File: src/rtl/mux_nx1_pipe.sv
// N-to-1 registered multiplexer with direct-select or round-robin arbitration and valid/ready handshakes.
// Optional feature: define MUX_NX1_PIPE_SKID_EN to add a one-entry skid buffer that breaks the o_ready -> i_ready path.
module mux_nx1_pipe #(
    parameter int WIDTH = 32,
    parameter int N     = 4,
    parameter int SEL_W = $clog2(N)
) (
    input  logic               clk,
    input  logic               rst_n,
    input  logic [N*WIDTH-1:0] i_data,
    input  logic [N-1:0]       i_valid,
    output logic [N-1:0]       i_ready,
    input  logic [SEL_W-1:0]   sel,
    input  logic               mode,
    output logic [WIDTH-1:0]   o_data,
    output logic [SEL_W-1:0]   o_src,
    output logic               o_valid,
    input  logic               o_ready
);

    typedef enum logic {EMPTY = 1'b0, FULL = 1'b1} state_t;

    state_t           state, state_next;
    logic [SEL_W-1:0] last_grant, rr_idx, grant_idx, skid_src;
    logic [WIDTH-1:0] in_word, skid_data;
    logic             rr_hit, grant_hit, can_accept;
    logic             xfer_in, out_xfer, load_out, skid_full;

    // Lowest valid channel above last_grant wins; otherwise wrap to the lowest valid channel overall.
    always_comb begin
        rr_hit = 1'b0;
        rr_idx = '0;
        for (int k = N - 1; k >= 0; k--) begin
            if (i_valid[k] && (SEL_W'(k) > last_grant)) begin
                rr_hit = 1'b1;
                rr_idx = SEL_W'(k);
            end
        end
        if (!rr_hit) begin
            for (int k = N - 1; k >= 0; k--) begin
                if (i_valid[k]) begin
                    rr_hit = 1'b1;
                    rr_idx = SEL_W'(k);
                end
            end
        end
    end

    always_comb begin
        if (mode) begin
            grant_hit = rr_hit;
            grant_idx = rr_idx;
        end else begin
            grant_hit = (32'(sel) < 32'(N));
            grant_idx = sel;
        end
    end

    always_comb begin
        i_ready = '0;
        in_word = '0;
        for (int k = 0; k < N; k++) begin
            if (grant_idx == SEL_W'(k)) begin
                i_ready[k] = grant_hit && can_accept && rst_n;
                in_word    = i_data[k*WIDTH +: WIDTH];
            end
        end
    end

    assign xfer_in  = |(i_valid & i_ready);
    assign o_valid  = (state == FULL);
    assign out_xfer = o_valid && o_ready;

`ifdef MUX_NX1_PIPE_SKID_EN
    // A word accepted while the output stalls parks in the skid and drains once o_ready returns.
    assign can_accept = !skid_full;
    assign load_out   = (xfer_in && (!o_valid || o_ready)) || (skid_full && o_ready);

    always_ff @(posedge clk or negedge rst_n) begin
        if (!rst_n) begin
            skid_full <= 1'b0;
            skid_data <= '0;
            skid_src  <= '0;
        end else if (xfer_in && o_valid && !o_ready) begin
            skid_full <= 1'b1;
            skid_data <= in_word;
            skid_src  <= grant_idx;
        end else if (skid_full && o_ready) begin
            skid_full <= 1'b0;
        end
    end
`else
    assign can_accept = !o_valid || o_ready;
    assign load_out   = xfer_in;
    assign skid_full  = 1'b0;
    assign skid_data  = '0;
    assign skid_src   = '0;
`endif

    always_ff @(posedge clk or negedge rst_n) begin
        if (!rst_n) begin
            state      <= EMPTY;
            last_grant <= SEL_W'(N - 1);
        end else begin
            state <= state_next;
            if (xfer_in) begin
                last_grant <= grant_idx;
            end
        end
    end

    always_comb begin
        state_next = state;
        case (state)
            EMPTY: if (xfer_in) state_next = FULL;
            FULL:  if (out_xfer && !xfer_in && !skid_full) state_next = EMPTY;
        endcase
    end

    // The skid word is older than anything arriving, so it always goes out first.
    always_ff @(posedge clk or negedge rst_n) begin
        if (!rst_n) begin
            o_data <= '0;
            o_src  <= '0;
        end else if (load_out) begin
            if (skid_full) begin
                o_data <= skid_data;
                o_src  <= skid_src;
            end else begin
                o_data <= in_word;
                o_src  <= grant_idx;
            end
        end
    end

endmodule

File: config.mk
export PLATFORM = sky130hd
export DESIGN_NAME = mux_nx1_pipe
export DESIGN_NICKNAME = d
export VERILOG_FILES = /design/src/rtl/mux_nx1_pipe.sv
export SDC_FILE = /design/constraint.sdc
export NUM_CORES = 1
export LEC_CHECK = 0
export CAP_MARGIN = 20
export CORE_MARGIN = 10
export CORE_UTILIZATION = 33
export CTS_BUF_LIST = sky130_fd_sc_hd__clkbuf_16
export DETAILED_ROUTE_END_ITERATION = 10
export GPL_TIMING_DRIVEN = 0
export PLACE_DENSITY_LB_ADDON = 0.08
export SETUP_SLACK_MARGIN = 0.4
export SYNTH_ARGS = -nofsm -noshare
export SYNTH_HDL_FRONTEND = slang
export SYNTH_SLANG_ARGS = --single-unit
File: constraint.sdc
create_clock -name clk -period 2.6 [get_ports clk]
set_input_delay 0.78 -clock clk [delete_from_list [all_inputs] [get_ports clk]]
set_output_delay 0.78 -clock clk [all_outputs]
set_load 0.02 [all_outputs]
# After elaboration in Yosys (flattened, before gate mapping)
# Cells that the tools add are included.
# classes
addsub	0
multipliers	0
n_div	0
magnitude_cmp	4
n_eq_ne	3
shift	0
mux	31
bitwise_logic	2
n_reduce_logical	13
# op_table
op	count
$mux W32	4
$mux W2	10
$mux W1	16
$logic_and A1 B1 Y1	8
$and A4 B4 Y4	1
$eq A2 B2 Y1 const B	2
$gt A1 B2 Y1 const A	2
$gt A2 B2 Y1 const A	2
$reduce_or A4 Y1	1
$eq A2 B1 Y1 const B	1
$logic_not A1 Y1	2
$logic_not A2 Y1	1
$pmux W1 S2	1
$logic_or A1 B1 Y1	1
$not A1 Y1	1
# totals
reg_bits	37
latchBits	0
mem_bits_rw	0
rom_bits	0
inputBits	138
out_inout_bits	39
wordCells	57
memories	0

# Logic depth before layout (Yosys ltp)
# logic_depth
ltp_word	20
mapped_depth	8
depth_no_buf	6

# Least setup slack after synthesis
# No wires, ideal clock.
# synth_path
path_kind	input to output
from	input port i_valid[1]
to	output port i_ready[0]
arrival_ns	2.138
required_time_ns	1.820
path_slack_ns	-0.318
stages	7
path_buffers	2
path_cell_list	nor3b_2 nor2_1 a31oi_4 buf_2 buf_4 nand2_1 nor2_1
# synth_between
elab_chain_len	11
elab_cells_between_ends	19
cone_classes	mux: 15; reduce/logical: 4
# synth_lines
item	line_no	text
start: declaration	11	input logic [N-1:0] i_valid,
$logic_and A1 B1 Y1	34	if (i_valid[k] && (SEL_W'(k) > last_grant)) begin
$mux W2 (2 in series)	34	
$mux W2 (4 in series)	41	if (i_valid[k]) begin
$mux W2	39	if (!rr_hit) begin
$mux W2	50	if (mode) begin
$logic_not A2 Y1	63	if (grant_idx == SEL_W'(k)) begin
$mux W1 *	63	
end: declaration	12	output logic [N-1:0] i_ready,
# Every way passes the cells marked *; elsewhere a longest branch is shown, timed or not.

# Final worst setup path
# layout_path
from	input port i_valid[1]
to	output port i_ready[1]
# layout_between
elab_chain_len	11
elab_cells_between_ends	19
cone_classes	eq/ne: 1; mux: 15; reduce/logical: 3
# layout_lines
item	line_no
$logic_and A1 B1 Y1	34
$mux W2 (2 in series)	34
$mux W2 (4 in series)	41
$mux W2	39
$mux W2	50
$eq A2 B1 Y1	63
$mux W1 *	63
# Marks and branches as above.

==> results_dict.tcl <==
set metrics [dict create \
    synth-edff-count 0 \
    required_ns 1.82 \
    tritoncts "yes" \
    ff2ff_path_depth 11 \
    dr.first_iter.drc_count 48 \
    fp.dieArea_mm2 0.01197 \
    gp_congestion 0.7612 \
    max_stage_delay_ns 0.24 \
    hpwl_mm 8.033 \
    rsz0062_at_grt "true" \
    ant_nets 0 \
    wl_per_cell_um 19.54 \
    drc 0 \
    postLayoutCellArea_mm2 0.005314 \
    finalCriticalPeriod_ns 2.728 \
    yosysUniqueCellTypes 29 \
    yosys-top-cells-area "mux2i_1 37%, dfrtp_1 33%, mux2_1 12%" \
    status "finished, violations left" \
    regArea_um2 928.4 \
    drt-total-wl_mm 10.39 \
    grt_use_total_pct 16.99 \
    worst_slack_ns -0.1284 \
    r2r_slack_ns 0.09 \
    die_h_um 109.4 \
    syn_area_mm2 0.002639 \
    worstReg2RegStart "last_grant[1]$_DFFE_PN1P_" \
    synth_common_cells "97 x mux2i_1, 35 x dfrtp_1, 29 x mux2_1" \
    syn_inst 218 \
    max-clock-path-buffers 2 \
    numPortBuffers 176 \
    ys.flop_type "dfrtp_1" \
    core_mm2 0.007767 \
    slew_headroom_pct 75.69 \
    slew_violations 0 \
    clk_latency_ns 0.27 \
    initial_core_util_pct 33.97 \
    clock-root-buffer "clkbuf_16" \
    fillerInstances 621 \
    cp-startpoint "i_valid[1]" \
    ys.warnings.count 0 \
    fin_tns_setup_ns -0.4217 \
    via_per_inst 4.878 \
    dieWidth_um 109.4 \
    setup_viol_count_final 4 \
    skew_ns 0.004670 \
    cp_top_family "simple AND/OR/NAND/NOR gates" \
    arrival_ns 1.95 \
    end_kind "output pin" \
    grt_pass1_vias 2901 \
    ir_drop_uv 462.4 \
    start_kind "primary input" \
    antennaDiodeCount 0 \
    grt_pass1_wl_mm 15.93 \
    tightest_slew_ns 0.3590 \
    area_growth_pct 101.4 \
    endpoint "i_ready[1]" \
    cp_slowest_cell "a31oi_4" \
    synth_most_common_cell "mux2i_1" \
    cp.depth 8 \
    worstPathMaxFanout 4 \
    finalCritPeriodShare_pct 104.9 \
    drv_cap 0 \
    critPathBufInv 4 \
    r2r_end "o_data[3]$_DFFE_PN0P_" \
    ys_seq_area_share_pct 35.18 \
    numCtsBuffers 5 \
    clock-sinks 37 \
    p_per_area_mw_per_mm2 858.7 \
    violations "negative setup slack" \
    async_flop_share_pct 100.0 \
    path_cells "buf_8 -> nor3b_4 -> nor2_2 -> a31oi_4 -> buf_8 -> buf_12 -> and3_4 -> buf_6" \
    drt_first_pass_iters 4 \
    clk_transition_reported_paths_ns 0.05 \
    drive_above_1_share_pct 27.21 \
    yosys.area.top_type_share_pct 36.79 \
    design_power_total_uw 4563 \
    grt_max_degree 39 \
    synth_nets 356 \
    grt_overflow 0 \
    num_rows 32 \
    hold_path_class "primary input to async pin" \
    htreeDepth 2 \
    ys_seq_elements 37 \
    leakage_uw 0.002551 \
    nets 567 \
    multiInputGateArea_mm2 0.001863 \
    fmax_mhz 366.5 \
    place_area_mm2 0.004742 \
    antenna_found_initial 0 \
    avgSynthCellArea_um2 12.10 \
    path_class "primary input to output pin" \
    hold_violations 0 \
    yosysTopAreaCell "mux2i_1" \
    boundaryPins 177 \
    num_vias 2595 \
    crit_path_frequent_cell "buf_8" \
]
## repair_timing
item | CTS | global route
hold buffers | 0 | 0
setup endpoints to repair | 41 | 39
gates resized for setup | 80 | 3
gates cloned | 3 | 0
pin swaps | 9 | 1
buffers inserted | 24 | 1
## cells in the final DEF, fill, tap and decap left out, types with 3 or more instances in the layout
master	n
buf_6	5
inv_2	3
buf_2	8
buf_12	7
dlygate4sd2_1	3
buf_4	22
mux2_4	33
a21o_1	3
inv_1	4
mux2i_1	96
clkbuf_16	5
clkdlybuf4s50_1	163
dfrtp_1	35
buf_8	5
## per-stage QoR
stage / utilization (%) / hold WS, ns / setup WS [ns] / cells
global route: 68.41 / 0.4324 / -0.1642 / 532
floorplan: - / 0.4844 / 0.02768 / 218
global placement: 61.11 / 0.4772 / -2.177 / 496
detailed placement: 61.05 / 0.4729 / -1.362 / 496
CTS: 68.23 / 0.4185 / -0.1187 / 531
finish: 68.41 / 0.4142 / -0.1284 / 532
## sequential cells by signal, summed over array words and instances (netlist names)
signal / cells
o_src: 2
o_valid: 1
last_grant: 2
o_data: 32
## cell type report
class,instances,share of cell area [%]
sequential,37,17.47
clock buffer,5,2.355
clock inverter,3,0.2119
multi-input combinational,163,35.06
tap,102,2.402
inverter,4,0.2826
timing repair buffer,204,39.30
buffer,14,2.920
## worst min-delay path by stage
stage | cells after the start | slack, ns | startpoint | endpoint
after global placement | 1 | 0.48 | o_data[0]$_DFFE_PN0P_ | o_data[0]$_DFFE_PN0P_
after CTS | 1 | 0.42 | rst_n | o_src[0]$_DFFE_PN0P_
after floorplan | 0 | 0.48 | rst_n | o_data[0]$_DFFE_PN0P_
final | 1 | 0.41 | rst_n | o_src[0]$_DFFE_PN0P_
after detailed placement | 1 | 0.47 | o_src[1]$_DFFE_PN0P_ | o_src[1]$_DFFE_PN0P_
after global routing | 1 | 0.43 | rst_n | o_src[0]$_DFFE_PN0P_
## logic make-up (layout without fill, tap and decap cells)
family	Yosys count	after routing	synth area share, %
muxes	132	132	51.83
DFF	37	37	35.18
AOI/OAI and AO/OA	14	14	5.216
and+or+nand+nor	17	17	3.508
buffers and inverters	18	230	4.267
## where the power goes
group	switching (uW)	internal (uW)
Clock	217	344
Sequential	197	885
Combinational	1200	1710
Total	1620	2940
## worst register-to-register path: cells and delay by family, from the launching register on
family	cells	cell delay (ns)
AOI/OAI and AO/OA	2	0.32
DFF	1	0.61
muxes	3	0.66
and+or+nand+nor	1	0.08
buffers and inverters	5	0.72
## metal layers
| layer | wire, um | global-route usage (%) | part of all wire (%) |
|---|---|---|---|
| met5 | 0 | 0 | 0 |
| met4 | 131 | 3.903 | 1.3 |
| met3 | 1040 | 7.314 | 10 |
| met2 | 5374 | 30.41 | 52 |
| met1 | 3847 | 18.09 | 37 |
Power figures use the tool's default switching activity.
